`config.mk`:
```
export PLATFORM = sky130hd
export DESIGN_NAME = ahb5_rr_arbiter
export DESIGN_NICKNAME = d
export VERILOG_FILES = /design/src/rtl/ahb5_rr_arbiter.sv
export SDC_FILE = /design/constraint.sdc
export NUM_CORES = 1
export LEC_CHECK = 0
export CAP_MARGIN = 30
export CORE_AREA = 10 10 122 124
export CTS_CLUSTER_SIZE = 12
export DETAILED_ROUTE_END_ITERATION = 7
export DIE_AREA = 0 0 132 134
export PLACE_DENSITY = 0.86
export SETUP_SLACK_MARGIN = 0.02
export SYNTH_ARGS = -nofsm -noshare
export SYNTH_HDL_FRONTEND = slang
export SYNTH_SLANG_ARGS = --single-unit
```
`constraint.sdc`:
```
create_clock -name HCLK -period 4.4 [get_ports HCLK]
set_clock_uncertainty 0.2 [all_clocks]
set_input_delay 0.66 -clock HCLK [delete_from_list [all_inputs] [get_ports HCLK]]
set_output_delay 0.66 -clock HCLK [all_outputs]
set_load 0.01 [all_outputs]
```
`src/rtl/ahb5_rr_arbiter.sv`:
```
// rtl/ahb5_rr_arbiter.sv - round-robin sharing of one downstream AHB5 path between NUM_AHB masters
// Each master's address phase is held per port; one single transfer is outstanding downstream at a time.
module ahb5_rr_arbiter #(
  parameter  int NUM_AHB = 2,
  localparam int IDW     = $clog2(NUM_AHB)
) (
  input  logic                     HCLK,
  input  logic                     HRESETn,
  input  logic [NUM_AHB-1:0]       S_HSEL,
  input  logic [NUM_AHB-1:0][1:0]  S_HTRANS,
  input  logic [NUM_AHB-1:0][31:0] S_HADDR,
  input  logic [NUM_AHB-1:0]       S_HWRITE,
  input  logic [NUM_AHB-1:0][2:0]  S_HSIZE,
  input  logic [NUM_AHB-1:0]       S_HMASTLOCK,
  input  logic [NUM_AHB-1:0]       S_HNONSEC,
  input  logic [NUM_AHB-1:0][31:0] S_HWDATA,
  output logic [NUM_AHB-1:0]       S_HREADYOUT,
  output logic [NUM_AHB-1:0][31:0] S_HRDATA,
  output logic [NUM_AHB-1:0]       S_HRESP,
  output logic [1:0]               M_HTRANS,
  output logic [31:0]              M_HADDR,
  output logic                     M_HWRITE,
  output logic [2:0]               M_HSIZE,
  output logic                     M_HMASTLOCK,
  output logic                     M_HNONSEC,
  output logic [31:0]              M_HWDATA,
  input  logic                     M_HREADY,
  input  logic [31:0]              M_HRDATA,
  input  logic                     M_HRESP,
  output logic [IDW-1:0]           GRANT_ID
);

  typedef enum logic [1:0] {P_IDLE, P_PEND, P_ACT} pst_t;
  typedef enum logic [1:0] {A_IDLE, A_ADDR, A_DATA} ast_t;

  localparam logic [IDW:0] NUM_W = (IDW+1)'(NUM_AHB);

  pst_t        pst_q     [NUM_AHB];
  pst_t        pst_d     [NUM_AHB];
  logic [31:0] haddr_q   [NUM_AHB];
  logic [31:0] haddr_d   [NUM_AHB];
  logic        hwrite_q  [NUM_AHB];
  logic        hwrite_d  [NUM_AHB];
  logic [2:0]  hsize_q   [NUM_AHB];
  logic [2:0]  hsize_d   [NUM_AHB];
  logic        hlock_q   [NUM_AHB];
  logic        hlock_d   [NUM_AHB];
  logic        hnonsec_q [NUM_AHB];
  logic        hnonsec_d [NUM_AHB];

  ast_t           ast_q, ast_d;
  logic [IDW-1:0] grant_q, grant_d;
  logic [IDW-1:0] ptr_q, ptr_d;
  logic [IDW-1:0] lock_own_q, lock_own_d;
  logic           lock_q, lock_d;

  logic [NUM_AHB-1:0] req, pend, elig, own_mask;
  logic               done, found, grant_now, capture;
  logic [IDW-1:0]     winner;
  logic [IDW:0]       scan;

  assign done     = (ast_q == A_DATA) && M_HREADY;
  assign GRANT_ID = grant_q;

  always_comb begin
    for (int i = 0; i < NUM_AHB; i++) begin
      req[i]  = S_HSEL[i] & S_HTRANS[i][1];
      pend[i] = (pst_q[i] == P_PEND);
    end

    // Lock state is resolved first so a lock taken on this edge already filters the next grant.
    lock_d     = lock_q;
    lock_own_d = lock_own_q;
    if (done && hlock_q[grant_q]) begin
      lock_d     = 1'b1;
      lock_own_d = grant_q;
    end else if (lock_q && done && (grant_q == lock_own_q)) begin
      lock_d = 1'b0;
    end else if (lock_q && (pst_q[lock_own_q] == P_IDLE) && !req[lock_own_q]) begin
      lock_d = 1'b0;
    end

    own_mask             = '0;
    own_mask[lock_own_d] = 1'b1;
    elig                 = lock_d ? (pend & own_mask) : pend;

    found  = 1'b0;
    winner = ptr_q;
    scan   = '0;
    for (int k = 1; k <= NUM_AHB; k++) begin
      scan = {1'b0, ptr_q} + (IDW+1)'(k);
      if (scan >= NUM_W) scan = scan - NUM_W;
      if (!found && elig[scan[IDW-1:0]]) begin
        found  = 1'b1;
        winner = scan[IDW-1:0];
      end
    end

    ast_d     = ast_q;
    grant_d   = grant_q;
    ptr_d     = ptr_q;
    grant_now = 1'b0;
    case (ast_q)
      A_IDLE:  grant_now = found;
      A_ADDR:  ast_d = A_DATA;
      A_DATA:  if (M_HREADY) begin
                 if (found) grant_now = 1'b1;
                 else       ast_d     = A_IDLE;
               end
      default: ast_d = A_IDLE;
    endcase
    if (grant_now) begin
      ast_d   = A_ADDR;
      grant_d = winner;
      if (!lock_d) ptr_d = winner;
    end

    capture = 1'b0;
    for (int i = 0; i < NUM_AHB; i++) begin
      pst_d[i]     = pst_q[i];
      haddr_d[i]   = haddr_q[i];
      hwrite_d[i]  = hwrite_q[i];
      hsize_d[i]   = hsize_q[i];
      hlock_d[i]   = hlock_q[i];
      hnonsec_d[i] = hnonsec_q[i];
      capture      = 1'b0;
      case (pst_q[i])
        P_IDLE:  capture = req[i];
        P_PEND:  if (grant_now && (winner == IDW'(i))) pst_d[i] = P_ACT;
        P_ACT:   if (done) begin
                   pst_d[i] = P_IDLE;
                   capture  = req[i];
                 end
        default: pst_d[i] = P_IDLE;
      endcase
      if (capture) begin
        pst_d[i]     = P_PEND;
        haddr_d[i]   = S_HADDR[i];
        hwrite_d[i]  = S_HWRITE[i];
        hsize_d[i]   = S_HSIZE[i];
        hlock_d[i]   = S_HMASTLOCK[i];
        hnonsec_d[i] = S_HNONSEC[i];
      end
    end
  end

  always_comb begin
    S_HREADYOUT = '1;
    S_HRESP     = '0;
    S_HRDATA    = '0;
    for (int i = 0; i < NUM_AHB; i++) begin
      if (pst_q[i] != P_IDLE) S_HREADYOUT[i] = 1'b0;
    end
    if (ast_q == A_DATA) begin
      S_HREADYOUT[grant_q] = M_HREADY;
      S_HRESP[grant_q]     = M_HRESP;
      S_HRDATA[grant_q]    = M_HRDATA;
    end

    M_HTRANS    = 2'b00;
    M_HADDR     = '0;
    M_HWRITE    = 1'b0;
    M_HSIZE     = '0;
    M_HMASTLOCK = 1'b0;
    M_HNONSEC   = 1'b0;
    M_HWDATA    = '0;
    if (ast_q == A_ADDR) begin
      M_HTRANS    = 2'b10;
      M_HADDR     = haddr_q[grant_q];
      M_HWRITE    = hwrite_q[grant_q];
      M_HSIZE     = hsize_q[grant_q];
      M_HMASTLOCK = hlock_q[grant_q];
      M_HNONSEC   = hnonsec_q[grant_q];
    end
    if (ast_q == A_DATA) M_HWDATA = S_HWDATA[grant_q];
  end

  always_ff @(posedge HCLK or negedge HRESETn) begin
    if (!HRESETn) begin
      ast_q      <= A_IDLE;
      grant_q    <= '0;
      ptr_q      <= IDW'(NUM_AHB - 1);
      lock_q     <= 1'b0;
      lock_own_q <= '0;
      for (int i = 0; i < NUM_AHB; i++) begin
        pst_q[i]     <= P_IDLE;
        haddr_q[i]   <= '0;
        hwrite_q[i]  <= 1'b0;
        hsize_q[i]   <= '0;
        hlock_q[i]   <= 1'b0;
        hnonsec_q[i] <= 1'b0;
      end
    end else begin
      ast_q      <= ast_d;
      grant_q    <= grant_d;
      ptr_q      <= ptr_d;
      lock_q     <= lock_d;
      lock_own_q <= lock_own_d;
      for (int i = 0; i < NUM_AHB; i++) begin
        pst_q[i]     <= pst_d[i];
        haddr_q[i]   <= haddr_d[i];
        hwrite_q[i]  <= hwrite_d[i];
        hsize_q[i]   <= hsize_d[i];
        hlock_q[i]   <= hlock_d[i];
        hnonsec_q[i] <= hnonsec_d[i];
      end
    end
  end

endmodule
```
==> results.md <==
- Status: completed
- Boundary pin count: 323
- Standard-cell rows: 41
- Clk pin slew, worst setup/hold paths: 0.07 ns
- Htree depth: 3
- Count of final max-slew check failures: 0
- Die Area: 0.01769 mm^2
- WL per Instance: 21.91 um
- CTS Buf Count: 9
- Layout Utilization: 67.98%
- Hold Path Class: input port to asynchronous set/reset pin
- Warnings from Yosys: 0
- Finished Layout Cells: 913
- CP Capture Type: output port
- Core footprint: 0.01247 mm^2
- Routed Antenna Nets: 0
- Sequential Area: 0.002155 mm^2
- Setup Fix Bufs, Post-CTS: 0
- DRC viols: 0
- Fin crit share: 79.15%
- Seq cells post-synth: 86
- Req. time, crit path: 3.54 ns
- Top_reg_cell synth: dfrtp_1
- Initial drt markers: 114
- Fin. Hold Viols: 0
- Worst-Margin Slew: 0.8385 ns
- FF-to-FF Start: GRANT_ID
- R2r endpoint: ast_q[0]
- Number of synthesized flops with an enable pin: 0
- Fin area: 0.008474 mm^2
- Sinks on Clock Net: 86
- Worst R2R Path Depth: 6
- Vias in the first global route: 4870
- Final min period: 3.483 ns
- GRT Total Usage: 21.68%
- Internal reg-to-reg setup slack: 1.83 ns
- Via-per-instance ratio: 4.929
- Max clock buf depth: 2
- Initial antenna violation count: 1
- Share of layout cells above drive strength 1: 14.05%
- Syn_nets: 609
- Most frequent cells in the layout: 318 x clkdlybuf4s50_1, 84 x dfrtp_1, 66 x and2_1, 66 x mux2_2, 46 x nor2_1
- Critical path class: register to output port
- First-pass GRT wire length: 30.06 mm
- Detailed-route via count: 4500
- Root buffer cell: clkbuf_16
- PD cells: 533.5 mW/mm^2
- Area grow syn2layout: 77.44%
- Final setup viols: 0
- Critical Path AT: 2.62 ns
- Met2 GRT Util: 39.07%
- Post-placement cell count: 896
- Area of the multi-input gates: 0.002472 mm^2
- Dpl cell area: 0.008147 mm^2
- Starting Density: 38.31%
- Total power: 0.004521 W
- Fraction of registers with async set/reset: 100.0%
- NumNets Final: 917
- Rel. slew slack: 44.10%
- Number of iterations in the first detailed-routing pass: 4
- Die height: 134 um
- Max Freq: 0.2871 GHz
- Max-cap violations: 0
- Commonest non-fill, non-tap cell in the layout: clkdlybuf4s50_1
- Fillers: 954
- Routed WL: 20.01 mm
- DP HPWL: 16.41 mm
- Post_cts resized: 0
- Netlist cell types: 39
- Unrepaired setup endpoints after global routing: false
- Total gr overflow: 0
- Largest net degree at the start of global routing: 48
- Maximum VDD drop: 0.3340 mV
- PortBufs: 319
- CTS tree: built
- Cts hold-fix bufs: 0
- Post-Synthesis Cell Area: 0.004776 mm^2
- Sequential cell area fraction in the yosys report: 45.09%
- Die X: 132 um
- Global-route met3 utilization: 6.796%
- GR met1 Demand/Resource: 23.54%
- Crit-path max FO: 32
- Syn Area/Cell: 11.18 um^2
- Critical path launch point type: register
- Clk_lat worst skew: 0.33 ns
- Setup TNS Final: 0 ns
- Leak: 3.381 nW
- Most crowded layer after global routing: met2
- Placer Congestion: 0.9403
- Cells after Synth: 427
## synth_stat cells, types with 3 or more instances
library cell  number  area, um^2
a21o_1             3       22.52
a22o_1            33       289.0
a31oi_1            3       18.77
and2_1            66       412.9
buf_2             13       65.06
clkbuf_1          14       52.55
dfrtp_1           85        2127
inv_1              4       15.01
mux2_1            11       123.9
mux2_2            66       743.2
mux2i_1           38       380.4
nand2_1            5       18.77
nand2b_1           5       31.28
nor2_1            48       180.2
o31ai_1            3       22.52
## cells by family (layout without fill, tap and decap cells)
logic type | after synthesis | count (layout) | synth area share [%]
muxes | 115 | 115 | 26.12
and+or+nand+nor | 130 | 130 | 14.38
xor gates and xnor gates | 1 | 1 | 0.1834
other | 1 | 2 | 0.07852
DFF | 86 | 86 | 45.09
buffers and inverters | 37 | 350 | 3.641
AOI/OAI and AO/OA | 57 | 57 | 10.51
## state kept, by name (all words and copies together), names as in the netlist
name,flops
GRANT_ID,1
hsize_q,6
lock_q,1
haddr_q,64
ast_q,2
lock_own_q,1
pst_q,4
hwrite_q,2
hnonsec_q,2
ptr_q,1
hlock_q,2
## area by class of cell
| class | instances | share of cell area (%) |
|---|---|---|
| Timing Repair Buffer | 329 | 38.77 |
| Multi-Input combinational cell | 304 | 29.17 |
| Sequential cell | 86 | 25.42 |
| Clock buffer | 11 | 2.864 |
| Tap cell | 172 | 2.539 |
| Clock inverter | 5 | 0.9745 |
| Inverter | 5 | 0.2215 |
| Antenna cell | 1 | 0.02953 |
## critical path: stages, from the launching register on
cell	delay, ns
dfrtp_1	0.42
nand2b_1	0.25
nor2_4	0.54
buf_4	0.31
a22o_1	0.19
clkdlybuf4s50_1	0.58
## worst max path at each step
stage	endpoint	slack (ns)	cells past startpoint	start
after floorplan	M_HWDATA[10]	2.10	5	GRANT_ID
after global placement	M_HWDATA[7]	1.29	5	ast_q[0]
after detailed placement	M_HWDATA[7]	1.25	5	ast_q[0]
after CTS	M_HWDATA[7]	0.88	5	ast_q[0]
after global routing	M_HWDATA[7]	0.76	5	ast_q[0]
final	M_HWDATA[7]	0.92	5	ast_q[0]
## layer usage
metal | wire length [um] | part of all wire (%)
met4 | 416 | 2.1
met5 | 0 | 0
met3 | 1408 | 7.0
met1 | 7520 | 38
met2 | 10660 | 53
## power breakdown
part / switching, W / total (W) / internal, W
sequential: 0.000233 / 0.00143 / 0.00119
clock: 0.000304 / 0.000818 / 0.000515
combinational: 0.000998 / 0.00228 / 0.00128
## stage by stage
step | setup WS, ns | hold WS, ns
finish | 0.9175 | 0.08944
global route | 0.7598 | 0.1171
CTS | 0.8781 | 0.1027
detailed placement | 1.255 | 0.2786
global placement | 1.291 | 0.2657
floorplan | 2.102 | 0.1644
(Power assumes the default switching activity.)
